==> src/rtl/sram_scan_if.sv <==
// sram_scan_if: scan-chain pads and SRAM port bundle between the GPIO mux and the scan controller
interface sram_scan_if #(
   parameter int ADDR_WIDTH  = 16,
   parameter int DATA_WIDTH  = 32,
   parameter int WMASK_WIDTH = 4
);
   logic                   scan_en;
   logic                   scan_in;
   logic                   sram_load;
   logic                   global_csb;
   logic                   scan_out;
   logic                   sram_csb;
   logic                   sram_web;
   logic [WMASK_WIDTH-1:0] sram_wmask;
   logic [ADDR_WIDTH-1:0]  sram_addr;
   logic [DATA_WIDTH-1:0]  sram_din;
   logic [DATA_WIDTH-1:0]  sram_dout;
   logic                   busy;
   logic                   done;
   logic                   mismatch;
   modport slave (
      input  scan_en, scan_in, sram_load, global_csb, sram_dout,
      output scan_out, sram_csb, sram_web, sram_wmask, sram_addr, sram_din, busy, done, mismatch
   );
   modport master (
      output scan_en, scan_in, sram_load, global_csb, sram_dout,
      input  scan_out, sram_csb, sram_web, sram_wmask, sram_addr, sram_din, busy, done, mismatch
   );
endinterface

==> src/rtl/sram_scan_ctrl.sv <==
// sram_scan_ctrl: serial command chain that launches one SRAM access per load edge; SRAM_SCAN_CHECK_EN adds sticky read compare
module sram_scan_ctrl #(
   parameter int ADDR_WIDTH   = 16,
   parameter int DATA_WIDTH   = 32,
   parameter int WMASK_WIDTH  = 4,
   parameter int READ_LATENCY = 1
) (
   input logic        clk,
   input logic        resetn,
   sram_scan_if.slave bus
);
   localparam int W       = ADDR_WIDTH + DATA_WIDTH + WMASK_WIDTH + 2;
   localparam int DIN_LSB = WMASK_WIDTH + 2;
   typedef enum logic [1:0] {IDLE, ISSUE, WAIT, CAPTURE} state_e;
   state_e                 state_q, state_d;
   logic [W-1:0]           chain_q, chain_d;
   logic [3:0]             cnt_q, cnt_d;
   logic                   load_q;
   logic                   csb_q, csb_d, web_q, web_d;
   logic [WMASK_WIDTH-1:0] wmask_q, wmask_d;
   logic [ADDR_WIDTH-1:0]  addr_q, addr_d;
   logic [DATA_WIDTH-1:0]  din_q, din_d;
   logic                   load_edge, is_read;
`ifdef SRAM_SCAN_CHECK_EN
   logic                   mis_q, mis_d;
`endif
   assign load_edge = bus.sram_load & ~load_q;
   assign is_read   = ~chain_q[0] & chain_q[1];
   // State, chain and SRAM-port registers; reset leaves the SRAM deselected
   always_ff @(posedge clk or negedge resetn) begin
      if (!resetn) begin
         state_q <= IDLE;
         chain_q <= '0;
         cnt_q   <= '0;
         load_q  <= 1'b0;
         csb_q   <= 1'b1;
         web_q   <= 1'b1;
         wmask_q <= '0;
         addr_q  <= '0;
         din_q   <= '0;
`ifdef SRAM_SCAN_CHECK_EN
         mis_q   <= 1'b0;
`endif
      end else begin
         state_q <= state_d;
         chain_q <= chain_d;
         cnt_q   <= cnt_d;
         load_q  <= bus.sram_load;
         csb_q   <= csb_d;
         web_q   <= web_d;
         wmask_q <= wmask_d;
         addr_q  <= addr_d;
         din_q   <= din_d;
`ifdef SRAM_SCAN_CHECK_EN
         mis_q   <= mis_d;
`endif
      end
   end
   // Shift only in IDLE, latch the chain onto the SRAM port at launch, capture read data at the end
   always_comb begin
      state_d = state_q;
      chain_d = chain_q;
      cnt_d   = cnt_q;
      csb_d   = csb_q;
      web_d   = web_q;
      wmask_d = wmask_q;
      addr_d  = addr_q;
      din_d   = din_q;
`ifdef SRAM_SCAN_CHECK_EN
      mis_d   = mis_q;
`endif
      case (state_q)
         IDLE: begin
            if (bus.scan_en) begin
               chain_d = {chain_q[W-2:0], bus.scan_in};
            end else if (load_edge && !bus.global_csb) begin
               state_d = ISSUE;
               csb_d   = chain_q[0] | bus.global_csb;
               web_d   = chain_q[1];
               wmask_d = chain_q[DIN_LSB-1:2];
               din_d   = chain_q[DIN_LSB +: DATA_WIDTH];
               addr_d  = chain_q[W-1 -: ADDR_WIDTH];
            end
         end
         ISSUE: begin
            state_d = WAIT;
            cnt_d   = 4'd1;
         end
         WAIT: begin
            state_d = (cnt_q == 4'(READ_LATENCY)) ? CAPTURE : WAIT;
            cnt_d   = cnt_q + 4'd1;
         end
         CAPTURE: begin
            state_d = IDLE;
            csb_d   = 1'b1;
            web_d   = 1'b1;
            if (is_read) chain_d[DIN_LSB +: DATA_WIDTH] = bus.sram_dout;
`ifdef SRAM_SCAN_CHECK_EN
            mis_d = mis_q | (is_read && bus.sram_dout != chain_q[DIN_LSB +: DATA_WIDTH]);
`endif
         end
      endcase
   end
   assign bus.scan_out   = chain_q[W-1];
   assign bus.sram_csb   = csb_q;
   assign bus.sram_web   = web_q;
   assign bus.sram_wmask = wmask_q;
   assign bus.sram_addr  = addr_q;
   assign bus.sram_din   = din_q;
   assign bus.busy       = state_q != IDLE;
   assign bus.done       = state_q == CAPTURE;
`ifdef SRAM_SCAN_CHECK_EN
   assign bus.mismatch   = mis_q;
`else
   assign bus.mismatch   = 1'b0;
`endif
endmodule

==> src/flat_wrapper.sv <==
// flat-port wrapper written by rule: the top's interface ports become plain ports
module sram_scan_ctrl_flat 
#(
   parameter int ADDR_WIDTH   = 16,
   parameter int DATA_WIDTH   = 32,
   parameter int WMASK_WIDTH  = 4,
   parameter int READ_LATENCY = 1
)
  (clk, resetn, bus_scan_en, bus_scan_in, bus_sram_load, bus_global_csb, bus_sram_dout, bus_scan_out, bus_sram_csb, bus_sram_web, bus_sram_wmask, bus_sram_addr, bus_sram_din, bus_busy, bus_done, bus_mismatch);
  sram_scan_if #(.ADDR_WIDTH(ADDR_WIDTH), .DATA_WIDTH(DATA_WIDTH), .WMASK_WIDTH(WMASK_WIDTH)) bus_i ();
  input logic clk;
  input logic resetn;
  input wire logic [$bits(bus_i.scan_en)-1:0] bus_scan_en;
  input wire logic [$bits(bus_i.scan_in)-1:0] bus_scan_in;
  input wire logic [$bits(bus_i.sram_load)-1:0] bus_sram_load;
  input wire logic [$bits(bus_i.global_csb)-1:0] bus_global_csb;
  input wire logic [$bits(bus_i.sram_dout)-1:0] bus_sram_dout;
  output wire logic [$bits(bus_i.scan_out)-1:0] bus_scan_out;
  output wire logic [$bits(bus_i.sram_csb)-1:0] bus_sram_csb;
  output wire logic [$bits(bus_i.sram_web)-1:0] bus_sram_web;
  output wire logic [$bits(bus_i.sram_wmask)-1:0] bus_sram_wmask;
  output wire logic [$bits(bus_i.sram_addr)-1:0] bus_sram_addr;
  output wire logic [$bits(bus_i.sram_din)-1:0] bus_sram_din;
  output wire logic [$bits(bus_i.busy)-1:0] bus_busy;
  output wire logic [$bits(bus_i.done)-1:0] bus_done;
  output wire logic [$bits(bus_i.mismatch)-1:0] bus_mismatch;
  assign bus_i.scan_en = bus_scan_en;
  assign bus_i.scan_in = bus_scan_in;
  assign bus_i.sram_load = bus_sram_load;
  assign bus_i.global_csb = bus_global_csb;
  assign bus_i.sram_dout = bus_sram_dout;
  assign bus_scan_out = bus_i.scan_out;
  assign bus_sram_csb = bus_i.sram_csb;
  assign bus_sram_web = bus_i.sram_web;
  assign bus_sram_wmask = bus_i.sram_wmask;
  assign bus_sram_addr = bus_i.sram_addr;
  assign bus_sram_din = bus_i.sram_din;
  assign bus_busy = bus_i.busy;
  assign bus_done = bus_i.done;
  assign bus_mismatch = bus_i.mismatch;
  sram_scan_ctrl #(.ADDR_WIDTH(ADDR_WIDTH), .DATA_WIDTH(DATA_WIDTH), .WMASK_WIDTH(WMASK_WIDTH), .READ_LATENCY(READ_LATENCY)) u_core (.clk(clk), .resetn(resetn), .bus(bus_i));
endmodule
==> config.mk <==
export PLATFORM = sky130hd
export DESIGN_NAME = sram_scan_ctrl_flat
export DESIGN_NICKNAME = d
export VERILOG_FILES = /design/src/rtl/sram_scan_if.sv /design/src/rtl/sram_scan_ctrl.sv /design/src/flat_wrapper.sv
export SDC_FILE = /design/constraint.sdc
export NUM_CORES = 1
export LEC_CHECK = 0
export ABC_AREA = 1
export CAP_MARGIN = 20
export CELL_PAD_IN_SITES_DETAIL_PLACEMENT = 1
export CELL_PAD_IN_SITES_GLOBAL_PLACEMENT = 2
export CORE_UTILIZATION = 34
export CTS_BUF_LIST = sky130_fd_sc_hd__clkbuf_4
export DETAILED_ROUTE_END_ITERATION = 10
export HOLD_SLACK_MARGIN = 0.06
export PLACE_DENSITY_LB_ADDON = 0.15
export SLEW_MARGIN = 20
export SYNTH_ARGS = -nofsm -noshare
export SYNTH_HDL_FRONTEND = slang
export SYNTH_SLANG_ARGS = --single-unit
==> constraint.sdc <==
create_clock -name clk -period 4.7 [get_ports clk]
set_clock_uncertainty 0.1 [all_clocks]
set_input_delay 1.41 -clock clk [delete_from_list [all_inputs] [get_ports clk]]
set_output_delay 1.41 -clock clk [all_outputs]
set_load 0.02 [all_outputs]
==> summary.txt, run 1 <==
Floorplanning
  – Effective utilization at floorplan: 0.354
  – Chip Height: 123 microns
  – Placement Rows: 43
  – Area of the core region: 0.0141 sq mm
  – Number of top-level design ports: 96
  – DIE WIDTH: 123 microns
  – Full die area: 0.0152 sq mm

Placed design
  – Number of buffer cells added on primary ports: 94
  – Placer congestion estimate: 0.751
  – Placement-stage worst setup slack: 1.13 ns
  – Area of placed instances: 0.00601 sq mm
  – Number of cells after detailed placement: 817
  – Sum of net half-perimeters after detailed placement: 7870 microns

CTS
  – Source-to-sink clock delay at the later pin of the worst-skew pair: 0.52 ns
  – TritonCTS Sinks: 115
  – Clock tree root buffer cell: clkbuf_4
  – Count of instances resized after the clock tree is built: 0
  – Post-CTS Setup Repair Bufs: 0
  – CTS tree: yes
  – Number of hold buffers added after CTS: 0
  – Total clock buffers created by CTS: 17
  – CTS Buffer Depth: 2
  – Worst-path clk slew: 0.10 ns
  – H-tree depth reported by CTS: 4

Timing
  – RSZ-0062 raised after global routing: no
  – Number of hold violations in the final report: 0
  – Slack of the critical path: 1.05 ns
  – Period utilization: 0.776
  – Worst Max-Slew Pin Slew: 0.896 ns
  – Final number of setup-violating endpoints: 0
  – Sum of negative setup slack: 0 ns
  – Worst slew slack as a fraction of its limit: 0.400
  – F_max: 274 MHz
  – Final-report max-slew violation count: 0
  – Post-layout minimum cycle time: 3.65 ns

Worst setup path
  – CP Data Required Time: 3.19 ns
  – CP endpoint kind: primary output
  – Critical Path, Cell by Cell: ha_1, buf_4, clkdlybuf4s50_1
  – Worst Setup EP: bus_done
  – WP buf/inv: 2
  – Maximum fanout along the worst path: 36
  – Worst Path Arrival: 2.14 ns
  – Startpoint type of the worst setup path: flop
  – Critical Path Source: u_core.state_q[1]$_DFFE_PN0P_
  – Slowest cell on the critical path: clkdlybuf4s50_1
  – R2r endpoint: u_core.chain_q[15]$_DFFE_PN0P_
  – Total stage count of the critical path: 3
  – Worst Path Class, Setup: flop to primary output
  – Reg2Reg Launch Point: u_core.state_q[1]$_DFFE_PN0P_
  – Crit-path max cell delay: 0.69 ns
  – Cell family with the largest share of critical-path delay: buffers and inverters
  – Cells on worst reg2reg path: 6
  – Minimum setup slack among reg-to-reg paths: 2.32 ns

Yosys
  – Net Count, Synth: 614
  – Synthesized-area fraction occupied by xor and xnor cells: 0.00176
  – Compound-cell area share of the yosys netlist: 0.121
  – Cell count after synthesis: 570
  – Yosys warnings: 0
  – Post-synthesis area per instance: 8.75 sq um
  – Combinational family with the most area after synthesis: simple AND/OR/NAND/NOR gates
  – Number of distinct library cell variants in the gate-level netlist after synthesis: 23
  – Post-synthesis instance area: 0.00499 sq mm
  – Multiplexer share of the synthesized area: 0
  – Synthesized flop and latch total: 115
  – Post-synthesis share of cell area spent on full adders, half adders and majority gates: 0.0151
  – Proportion of synthesized chip area in sequential cells: 0.578
  – Simple-Gate Fraction of Synth Area: 0.194

Cells and area
  – Filler cell count in the final layout: 1,658
  – Number of nets in the layout: 701
  – Leading cell types in the layout, fill and taps excluded: nand2_1, dfrtp_1, clkdlybuf4s50_1, o21ai_0, inv_1
  – # diodes: 0
  – Area growth from synthesis to layout: 25.5%
  – Post-route standard cell area excluding fillers: 0.00626 sq mm
  – Fin cells: 850
  – Share of post-route cells with drive strength above 1: 0.0821
  – Commonest non-fill, non-tap cell in the layout: nand2_1

Power and ir drop
  – Relative contribution of the clock network to total power: 0.176
  – Net switching component of the power: 1510 uW
  – Switching part of the total: 0.414
  – Pwr dens: 584 mW/mm^2
  – Highest ir drop seen on vdd: 0.390 mV
  – Internal Power: 2140 uW
  – Reg power frac: 0.398
  – Comb pwr share: 0.426
  – Static leakage: 0.00286 uW

Drt
  – Total DRC errors in the routed layout: 0
  – Routed Antenna Nets: 0
  – Post-detailed-routing wire length: 12,200 microns
  – Ratio of routed vias to standard cells: 4.73
  – Vias post-DR: 4,017
  – Length of the first detailed-routing pass in iterations: 4
  – Iteration-0 DRC count of the detailed router: 222
  – Avg WL per Cell: 14.4 microns

Worst hold path
  – Type of the most critical hold path: flop to flop

Global route
  – Vias in the first global route: 4,198
  – All-layer global routing usage: 0.176
  – Pin count of the biggest net entering global routing: 73
  – First-pass GRT wire length: 20,400 microns
  – Overflow after GRT: 0
  – Antenna violations before repair: 0

Flow run
  – Total of max-cap violations: 0

Run status
  – Status: finished, final reports clean
[state kept, by name (all words and copies together) (netlist names), 2 cells and up]
register               count
u_core.cnt_q               4
u_core.bus.sram_addr      16
u_core.bus.sram_din       32
u_core.chain_q            54
u_core.bus.sram_wmask      4
u_core.state_q             2
[cell type report]
cell class                      instances  area, sq um  area share
Sequential cell                       115         2880       0.460
Inverter                               64          240      0.0384
Multi-Input combinational cell        359         1670       0.267
Tap cell                              180          225      0.0360
Timing Repair Buffer                  100         1000       0.160
Clock buffer                           23          173      0.0276
Clock inverter                          9         63.8      0.0102
[Yosys cell counts]
cell        n  share of area
inv_2       1        0.00075
a21oi_1     1         0.0010
buf_4       4         0.0060
ha_1        6          0.015
xor2_1      1         0.0018
nand2_1   189           0.14
dfrtp_1   113           0.57
clkbuf_1    9         0.0068
dfstp_2     2          0.011
nor2_4      1         0.0023
buf_6       8          0.018
nor2_2      2         0.0025
buf_2       8         0.0080
o21ai_1    16          0.016
clkbuf_2    3         0.0030
o21ai_0    81          0.081
o21ai_2    13          0.023
nand3_2     1         0.0020
nand3_1    35          0.035
inv_1      63          0.047
nor2_1     11         0.0083
nand2_2     1         0.0013
conb_1      1        0.00075
[metrics by stage]
stage / hold WS [ns] / power (uW) / utilization
2_1_floorplan: 0.349 / 2460 / -
3_3_place_gp: 0.352 / 3010 / 0.426
3_5_place_dp: 0.357 / 3050 / 0.426
4_1_cts: 0.376 / 3720 / 0.443
5_1_grt: 0.402 / 3970 / 0.444
6_report: 0.369 / 3650 / 0.444
[power groups by stage]
stage | logic (uW) | registers, uW | clock network [uW]
4_1_cts | 1580 | 1460 | 673
2_1_floorplan | 848 | 1610 | 0
3_5_place_dp | 1580 | 1480 | 0
5_1_grt | 1750 | 1490 | 719
6_report | 1560 | 1460 | 642
3_3_place_gp | 1540 | 1470 | 0
[layer usage]
metal  share of wire  track usage
met1            0.48        0.234
met2            0.46        0.279
met3           0.042       0.0415
met4           0.015       0.0700
met5               0            0
[cells by family (layout without fill, tap and decap cells)]
logic type / Yosys count / in the layout
other cells: 1 / 1
xor+xnor: 1 / 1
compound gates: 111 / 111
buf+inv: 96 / 196
fa+ha+maj: 6 / 6
flops: 115 / 115
simple gates: 240 / 240
[worst reg2reg max path, delay by kind of cell (launching register included)]
kind	cells	cell delay, ns
DFF	1	0.41
and+or+nand+nor	3	0.92
adders and majority gates	1	0.18
buffers and inverters	1	0.27
AOI/OAI and AO/OA	1	0.39
[how the worst min path moves through the flow]
stage	startpoint	to	cells after the start	slack [ns]
CTS	u_core.bus.sram_web$_DFFE_PN1P_	u_core.bus.sram_web$_DFFE_PN1P_	2	0.38
global placement	u_core.bus.sram_web$_DFFE_PN1P_	u_core.bus.sram_web$_DFFE_PN1P_	2	0.35
finish	u_core.bus.sram_web$_DFFE_PN1P_	u_core.bus.sram_web$_DFFE_PN1P_	2	0.37
global route	u_core.bus.sram_csb$_DFFE_PN1P_	u_core.bus.sram_csb$_DFFE_PN1P_	2	0.40
detailed placement	u_core.bus.sram_web$_DFFE_PN1P_	u_core.bus.sram_web$_DFFE_PN1P_	2	0.36
floorplan	u_core.chain_q[10]$_DFFE_PN0P_	u_core.chain_q[10]$_DFFE_PN0P_	2	0.35
Note: power is estimated with default switching activity, not from simulation.
==> run 2, diff against run 1 <==
Settings changed: CORE_UTILIZATION 34 to 32.
Clock period 4.7 ns to 3.7 ns, I/O delays scaled along.
==> summary.txt, run 2 (same netlist as run 1, synthesis figures left out) <==
Floorplanning
  – Placement Rows: 45
  – Effective utilization at floorplan: 0.328
  – Area of the core region: 0.0152 sq mm
  – DIE WIDTH: 127 microns
  – Chip Height: 127 microns
  – Full die area: 0.0161 sq mm
  – Number of top-level design ports: 96

CTS
  – Clock tree root buffer cell: clkbuf_4
  – TritonCTS Sinks: 115
  – Post-CTS Setup Repair Bufs: 0
  – CTS Buffer Depth: 2
  – Number of hold buffers added after CTS: 0
  – CTS tree: yes
  – Total clock buffers created by CTS: 17
  – Count of instances resized after the clock tree is built: 0
  – Source-to-sink clock delay at the later pin of the worst-skew pair: 0.53 ns
  – H-tree depth reported by CTS: 4
  – Worst-path clk slew: 0.11 ns

Power and ir drop
  – Pwr dens: 733 mW/mm^2
  – Static leakage: 0.00285 uW
  – Highest ir drop seen on vdd: 0.756 mV

Worst setup path
  – Worst Path Class, Setup: flop to primary output
  – Critical Path, Cell by Cell: inv_1, ha_1, inv_2, clkdlybuf4s50_1
  – Maximum fanout along the worst path: 4
  – CP Data Required Time: 2.49 ns
  – Crit-path max cell delay: 0.60 ns
  – Slowest cell on the critical path: clkdlybuf4s50_1
  – Worst Path Arrival: 1.98 ns
  – WP buf/inv: 3
  – Cell family with the largest share of critical-path delay: buffers and inverters
  – Startpoint type of the worst setup path: flop
  – CP endpoint kind: primary output

Drt
  – Routed Antenna Nets: 0
  – Ratio of routed vias to standard cells: 4.62
  – Length of the first detailed-routing pass in iterations: 5
  – Avg WL per Cell: 14.4 microns
  – Vias post-DR: 3,971
  – Iteration-0 DRC count of the detailed router: 217
  – Post-detailed-routing wire length: 12,400 microns
  – Total DRC errors in the routed layout: 0

Cells and area
  – Area growth from synthesis to layout: 25.0%
  – Number of nets in the layout: 702
  – Flip-flop count of the largest register, all copies and words added: 54
  – Leading cell types in the layout, fill and taps excluded: nand2_1, dfrtp_1, clkdlybuf4s50_1, o21ai_0, inv_1
  – Share of post-route cells with drive strength above 1: 0.0821
  – Fin cells: 859
  – Commonest non-fill, non-tap cell in the layout: nand2_1
  – Filler cell count in the final layout: 1,838
  – Register bank with the most flops: u_core.chain_q

Timing
  – Slack of the critical path: 0.514 ns
  – Final number of setup-violating endpoints: 0
  – RSZ-0062 raised after global routing: no
  – Post-layout minimum cycle time: 3.19 ns
  – F_max: 314 MHz
  – Sum of negative setup slack: 0 ns
  – Period utilization: 0.861
  – Final-report max-slew violation count: 0
  – Number of hold violations in the final report: 0
  – Worst slew slack as a fraction of its limit: 0.284
  – Worst Max-Slew Pin Slew: 1.07 ns

Global route
  – Vias in the first global route: 4,227
  – Antenna violations before repair: 1
  – First-pass GRT wire length: 20,800 microns
  – All-layer global routing usage: 0.166
  – Overflow after GRT: 0
  – Pin count of the biggest net entering global routing: 105

Run status
  – Status: finished, final reports clean

Placed design
  – Placement-stage worst setup slack: 0.514 ns
  – Number of buffer cells added on primary ports: 94
  – Number of cells after detailed placement: 827
  – Placer congestion estimate: 0.743
  – Sum of net half-perimeters after detailed placement: 7780 microns

Flow run
  – Total of max-cap violations: 0

Worst hold path
  – Type of the most critical hold path: primary input to asynchronous set/reset pin
==> run 2: cell types whose count changed in the layout (fill, tap and decap cells not counted) <==
cell / change
buf_4: +2
buf_8: -1
bufinv_16: -1
clkbuf_4: -2
clkinv_2: +2
diode_2: +1
==> run 2: worst register-to-register path: cells and delay by family (launching register included) <==
family          cells  cell delay [ns]
compound gates      1             0.43
flops               1             0.41
simple gates        3             0.96
buf+inv             1             0.27
fa+ha+maj           1             0.23
==> run 2: metal layers <==
| layer | vias up | routed length, microns | global-route usage |
|---|---|---|---|
| met5 | - | 0 | 0 |
| met3 | 17 | 551 | 0.0460 |
| met2 | 81 | 5660 | 0.258 |
| met4 | 0 | 182 | 0.0609 |
| li1 | 1962 | - | - |
| met1 | 1911 | 5990 | 0.222 |
==> run 2: path summary, 6_finish.rpt <==
check / slack [ns] / endpoint / start / cells after the start
min in group clk: 0.38 / u_core.bus.sram_csb$_DFFE_PN1P_ / u_core.bus.sram_csb$_DFFE_PN1P_ / 2
max in group asynchronous: 2.56 / u_core.chain_q[11]$_DFFE_PN0P_ / resetn / 2
worst max-delay path: 0.51 / bus_busy / u_core.state_q[0]$_DFFE_PN0P_ / 4
worst min register to register: 0.38 / u_core.bus.sram_csb$_DFFE_PN1P_ / u_core.bus.sram_csb$_DFFE_PN1P_ / 2
worst min-delay path: 0.28 / u_core.bus.sram_addr[10]$_DFFE_PN0P_ / resetn / 1
worst max register to register: 1.20 / u_core.chain_q[6]$_DFFE_PN0P_ / u_core.state_q[0]$_DFFE_PN0P_ / 6
==> run 2: power breakdown <==
part | total, uW | internal [uW] | switching [uW]
clock | 735 | 274 | 460
combinational | 1980 | 726 | 1260
sequential | 1850 | 1630 | 221
==> run 2: metrics by stage <==
stage / utilization / total power (uW) / area (sq um) / hold slack [ns]
after floorplan: - / 3120 / 4990 / 0.349
final: 0.410 / 4570 / 6240 / 0.281
after global routing: 0.410 / 4960 / 6240 / 0.224
after CTS: 0.410 / 4660 / 6230 / 0.231
after global placement: 0.397 / 3850 / 6030 / 0.362
after detailed placement: 0.397 / 3900 / 6030 / 0.368
==> run 2: area by class of cell <==
class / instances / area (sq um) / share of cell area
tap: 188 / 235 / 0.0377
antenna: 1 / 2.50 / 0.000401
clock inverter: 10 / 43.8 / 0.00702
multi-input combinational: 359 / 1670 / 0.268
sequential: 115 / 2880 / 0.462
timing repair buffer: 101 / 1000 / 0.161
inverter: 64 / 240 / 0.0385
clock buffer: 21 / 158 / 0.0253
